$ cat src/rtl/perf_counter_ctrl.sv
// ---------------------------------------------------------------------------
// perf_counter_ctrl
//
// Controller for a bank of NUM_CNT 64-bit event counters. The counters run
// only while the control FSM is in RUN. A START command can carry a
// sampling window of cmd_window_i cycles, where 0 means free-running. The
// counters are read over a 32-bit valid/ready port: low word first, then
// the high word tagged with rd_last_o. Each read returns a snapshot taken
// when the request is accepted, so the two words always belong together.
//
// Ports
//   clk_i, rst_n_i      clock; synchronous active-low reset
//   cmd_valid_i/ready_o command handshake; cmd_op_i 00 NOP 01 START
//                       10 STOP 11 CLEAR; cmd_window_i window for START
//   event_in_i          per-counter increment strobes
//   rd_req_i, rd_idx_i  read request (level) and counter index
//   rd_valid_o, rd_data_o, rd_last_o, rd_ready_i  read word stream
//   running_o           high while counting
//   done_o              one-cycle pulse when a window expires
//   ovf_o               sticky wrap flags
//
// Build option
//   PERF_CTRL_OVERFLOW_EN  when defined, ovf_o[i] latches a 64-bit wrap of
//                          counter i and clears on CLEAR or reset. When
//                          undefined, ovf_o is tied to 0.
// ---------------------------------------------------------------------------

// One 64-bit counter kept as two 32-bit halves. The high half only moves on
// a carry out of the low half.
module perf_cnt_lane (
  input  logic        clk_i,
  input  logic        rst_n_i,
  input  logic        clr_i,
  input  logic        inc_i,
  output logic [63:0] val_o,
  output logic        wrap_o
);
  logic [31:0] lo_q, lo_d, hi_q, hi_d;
  logic        lo_full, hi_full;

  assign lo_full = (lo_q == 32'hFFFF_FFFF);
  assign hi_full = (hi_q == 32'hFFFF_FFFF);

  always_comb begin
    lo_d = lo_q;
    hi_d = hi_q;
    // CLEAR wins over a coincident event, so that event is dropped.
    if (clr_i) begin
      lo_d = '0;
      hi_d = '0;
    end else if (inc_i) begin
      lo_d = lo_q + 32'd1;
      if (lo_full) hi_d = hi_q + 32'd1;
    end
  end

  always_ff @(posedge clk_i) begin
    if (!rst_n_i) begin
      lo_q <= '0;
      hi_q <= '0;
    end else begin
      lo_q <= lo_d;
      hi_q <= hi_d;
    end
  end

  assign val_o  = {hi_q, lo_q};
  assign wrap_o = inc_i && !clr_i && lo_full && hi_full;
endmodule

module perf_counter_ctrl #(
  parameter int NUM_CNT  = 4,
  parameter int IDX_W    = 2,
  parameter int WINDOW_W = 32
) (
  input  logic                clk_i,
  input  logic                rst_n_i,
  input  logic                cmd_valid_i,
  output logic                cmd_ready_o,
  input  logic [1:0]          cmd_op_i,
  input  logic [WINDOW_W-1:0] cmd_window_i,
  input  logic [NUM_CNT-1:0]  event_in_i,
  input  logic                rd_req_i,
  input  logic [IDX_W-1:0]    rd_idx_i,
  output logic                rd_valid_o,
  output logic [31:0]         rd_data_o,
  output logic                rd_last_o,
  input  logic                rd_ready_i,
  output logic                running_o,
  output logic                done_o,
  output logic [NUM_CNT-1:0]  ovf_o
);
  localparam logic [1:0] OP_START = 2'b01;
  localparam logic [1:0] OP_STOP  = 2'b10;
  localparam logic [1:0] OP_CLEAR = 2'b11;

  typedef enum logic       {C_IDLE, C_RUN}       cst_e;
  typedef enum logic [1:0] {R_IDLE, R_LO, R_HI}  rst_e;

  cst_e                 cst_q, cst_d;
  rst_e                 rst_q, rst_d;
  logic [WINDOW_W-1:0]  win_q, win_d;
  logic                 done_q, done_d;
  logic [63:0]          shadow_q, shadow_d;

  logic                 cmd_fire, is_start, is_stop, is_clear;
  logic                 run;
  logic [NUM_CNT-1:0][63:0] cnt_val;
  logic [NUM_CNT-1:0]   wrap;
  logic [63:0]          sel_val;

  assign cmd_fire = cmd_valid_i && cmd_ready_o;
  assign is_start = cmd_fire && (cmd_op_i == OP_START);
  assign is_stop  = cmd_fire && (cmd_op_i == OP_STOP);
  assign is_clear = cmd_fire && (cmd_op_i == OP_CLEAR);
  assign run      = (cst_q == C_RUN);

  // -------------------------------------------------------------------------
  // Counter bank
  // -------------------------------------------------------------------------
  for (genvar g = 0; g < NUM_CNT; g++) begin : g_lane
    perf_cnt_lane u_lane (
      .clk_i  (clk_i),
      .rst_n_i(rst_n_i),
      .clr_i  (is_clear),
      .inc_i  (event_in_i[g] && run),
      .val_o  (cnt_val[g]),
      .wrap_o (wrap[g])
    );
  end

  // -------------------------------------------------------------------------
  // Control FSM
  // -------------------------------------------------------------------------
  always_ff @(posedge clk_i) begin
    if (!rst_n_i) begin
      cst_q  <= C_IDLE;
      win_q  <= '0;
      done_q <= 1'b0;
    end else begin
      cst_q  <= cst_d;
      win_q  <= win_d;
      done_q <= done_d;
    end
  end

  always_comb begin
    cst_d  = cst_q;
    win_d  = win_q;
    done_d = 1'b0;
    case (cst_q)
      C_IDLE: begin
        if (is_start) begin
          cst_d = C_RUN;
          win_d = cmd_window_i;
        end
      end
      C_RUN: begin
        // Explicit commands take priority over window expiry.
        if (is_stop) begin
          cst_d = C_IDLE;
        end else if (is_start) begin
          win_d = cmd_window_i;
        end else if (win_q != '0) begin
          win_d = win_q - WINDOW_W'(1);
          // The win_q == 1 cycle is the last counted cycle. done is
          // registered so that it rises together with running falling.
          if (win_q == WINDOW_W'(1)) begin
            cst_d  = C_IDLE;
            done_d = 1'b1;
          end
        end
      end
      default: cst_d = C_IDLE;
    endcase
  end

  always_comb begin
    running_o = run;
    done_o    = done_q;
  end

  // -------------------------------------------------------------------------
  // Read FSM
  // -------------------------------------------------------------------------
  // An out-of-range index falls through the loop and leaves sel_val at 0.
  always_comb begin
    sel_val = '0;
    for (int i = 0; i < NUM_CNT; i++)
      if (int'(rd_idx_i) == i) sel_val = cnt_val[i];
  end

  always_ff @(posedge clk_i) begin
    if (!rst_n_i) begin
      rst_q    <= R_IDLE;
      shadow_q <= '0;
    end else begin
      rst_q    <= rst_d;
      shadow_q <= shadow_d;
    end
  end

  // The snapshot takes the registered counter value, which is the value
  // before this cycle's increment. Both halves then come from one instant.
  always_comb begin
    rst_d    = rst_q;
    shadow_d = shadow_q;
    case (rst_q)
      R_IDLE: begin
        if (rd_req_i) begin
          rst_d    = R_LO;
          shadow_d = sel_val;
        end
      end
      R_LO:    if (rd_ready_i) rst_d = R_HI;
      R_HI:    if (rd_ready_i) rst_d = R_IDLE;
      default: rst_d = R_IDLE;
    endcase
  end

  always_comb begin
    rd_valid_o  = 1'b0;
    rd_data_o   = '0;
    rd_last_o   = 1'b0;
    cmd_ready_o = 1'b1;
    case (rst_q)
      R_LO: begin
        rd_valid_o  = 1'b1;
        rd_data_o   = shadow_q[31:0];
        cmd_ready_o = 1'b0;
      end
      R_HI: begin
        rd_valid_o  = 1'b1;
        rd_data_o   = shadow_q[63:32];
        rd_last_o   = 1'b1;
        cmd_ready_o = 1'b0;
      end
      default: ;
    endcase
  end

  // -------------------------------------------------------------------------
  // Overflow flags
  // -------------------------------------------------------------------------
`ifdef PERF_CTRL_OVERFLOW_EN
  logic [NUM_CNT-1:0] ovf_q, ovf_d;

  always_comb begin
    ovf_d = ovf_q | wrap;
    if (is_clear) ovf_d = '0;
  end

  always_ff @(posedge clk_i) begin
    if (!rst_n_i) ovf_q <= '0;
    else          ovf_q <= ovf_d;
  end

  assign ovf_o = ovf_q;
`else
  logic unused_wrap;
  assign unused_wrap = ^wrap;
  assign ovf_o       = '0;
`endif

endmodule

$ cat config.mk
export PLATFORM = sky130hd
export DESIGN_NAME = perf_counter_ctrl
export DESIGN_NICKNAME = d
export VERILOG_FILES = /design/src/rtl/perf_counter_ctrl.sv
export SDC_FILE = /design/constraint.sdc
export NUM_CORES = 1
export LEC_CHECK = 0
export CAP_MARGIN = 20
export CORE_MARGIN = 4
export CORE_UTILIZATION = 60
export DETAILED_ROUTE_END_ITERATION = 12
export MAX_ROUTING_LAYER = met4
export PLACE_DENSITY = 0.78
export SYNTH_ARGS = -nofsm -noshare
export SYNTH_HDL_FRONTEND = slang
export SYNTH_HIERARCHICAL = 1
export SYNTH_SLANG_ARGS = --single-unit
$ cat constraint.sdc
create_clock -name clk_i -period 3.1 [get_ports clk_i]
set_input_delay 0.93 -clock clk_i [delete_from_list [all_inputs] [get_ports clk_i]]
set_output_delay 0.93 -clock clk_i [all_outputs]
set_load 0.05 [all_outputs]
==> metrics.txt <==
Post-CTS Setup Repair Bufs 0; Max stage delay on crit path 0.38 ns; largest net degree at the start of global routing 65; crit-path max FO 29; IR drop worst, VDD 0.000450 V; number of I/O port buffers 81; via count 18400; Pwr Density 540 mW/mm^2; CP Class reg2out; initial core utilization 61.1%; vias per cell 6.72; Core Area 0.0307 sq mm; Routed WL 58.3 mm; vias in the first global route 16800; hold slack final 0.457 ns; die area 0.0342 sq mm; Area growth syn-to-layout 18.6%; worst hold path type reg2reg; DRT antenna net count 0; CP Buf/Inv Count 4; Worst setup EP type primary output; Row Count 64; GRT overflow 0; Final Hold Vio Count 0; register area 0.00713 sq mm; clk sink count 356; Hold Buf Count CTS 0; First DRT Iteration DRCs 2717; number of nets in the layout 2377; Post-Syn Area per Cell 8.39 sq um; die span in x 185 microns; Crit path required time 2.17 ns; clock buffer count from CTS 39; Mapped Area 0.0188 sq mm; Die Ht 185 microns; total track usage 33.9%; CP Data Arrival Time 2.09 ns; Worst setup SP type flop; Tightest Pin Transition 0.878 ns; share of cells above drive strength 1 14.9%; CP top delay family buffers and inverters; clk_skew 0.0318 ns; Ys Warns 6; 1st-pass router iterations 6; crit path max-delay cell type dfxtp_1; RSZ-0062 raised after global routing yes; H-Tree Depth 2; Slew headroom 41.0%; commonest cells after routing, fill and taps aside dfxtp_1 (356), nand2_1 (273), a21oi_1 (229); initial antenna violation count 1; Reg clk slew, reported paths 0.06 ns; outcome finished, final reports clean; min Tclk post-route 3.02 ns; Power, Total 12000 uW; Syn Inst Count 2238; clk buf depth 3; Max Slew Vio Count 0; I/O pin total 86; hpwl dp 41.5 mm; final worst-path cycle share 97.4%; average wire per standard cell 21.2 microns; global-route wire length before repair 90.7 mm; CTS tree yes; cells along the critical path inv_1 -> ha_4 -> clkinv_1 -> buf_12 -> nor2_2 -> buf_12; Worst-Skew Late Latency 0.54 ns; most used cell, CP buf_12; max-cap violations 0; Leak Pwr 0.00716 uW; RD Place Congestion 0.970; Root Buffer Master clkbuf_16; area of the multi-input gates 0.0112 sq mm; most common cell after layout, fill and taps aside dfxtp_1; Fmax achieved 0.331 GHz; Final setup viols 0; fillers 2296; # DRC 0
-- worst paths after layout --
check / startpoint / to / slack, ns / depth (start not counted)
worst min register to register: shadow_q[4]$_SDFFE_PN0P_ / shadow_q[4]$_SDFFE_PN0P_ / 0.46 / 2
worst min-delay path: shadow_q[4]$_SDFFE_PN0P_ / shadow_q[4]$_SDFFE_PN0P_ / 0.46 / 2
worst max-delay path: rst_q[0]$_SDFFE_PN0P_ / rd_data_o[1] / 0.08 / 6
worst max register to register: win_q[16]$_SDFFE_PN0P_ / win_q[3]$_SDFFE_PN0P_ / 0.45 / 7
-- final cells by class --
class	instances	share of cell area, %
diodes	2	0.0225
well taps	396	2.22
inverters	28	0.472
flip-flops and latches	356	32.0
repair buffers	177	8.98
clock inverters	13	0.708
multi-input cells	1715	50.1
clock buffers	59	5.44
-- state kept, by name, summed over array words and instances (netlist names) --
| register | flops |
|---|---|
| done_o | 1 |
| win_q | 32 |
| shadow_q | 64 |
| running_o | 1 |
| g_lane.u_lane/hi_q | 128 |
| g_lane.u_lane/lo_q | 128 |
| rst_q | 2 |
-- per-stage QoR --
step	area [sq um]	cells	setup WS (ns)	TNS (ns)	util [%]
final	22300	2746	0.0810	0	72.4
after global routing	22300	2745	-0.00809	-0.0312	72.4
after CTS	22200	2744	0.00401	0	72.2
after detailed placement	20800	2672	-0.248	-7.67	67.6
after global placement	20800	2672	-0.228	-4.76	67.6
after floorplan	18900	2241	-0.0302	-0.272	-
-- repair_timing --
action / 4_1_cts / 5_1_grt
endpoints found under the setup margin: 31 / 24
pin swaps: 0 / 2
gates cloned: 0 / 0
resized for setup: 13 / 18
-- power by group --
part           switching [uW]  leakage, uW  internal [uW]  total [uW]
combinational            1560      0.00361            803        2360
clock                    1930     0.000681           2960        4880
sequential                115      0.00287           4670        4790
-- routing by layer --
metal,part of all wire [%],wire [microns],GRT usage (%)
met2,44,25700,50.1
met4,3.8,2190,11.6
met5,0,0,-
met3,12,6800,7.23
met1,41,23700,46.7
-- worst register-to-register path: stages (launching register included) --
cell	delay, ns
dfxtp_1	0.35
nor3_1	0.44
nand4b_1	0.33
or4_1	0.60
o21ai_2	0.34
buf_4	0.25
o21ai_0	0.11
a21oi_1	0.16
(Power assumes the default switching activity.)
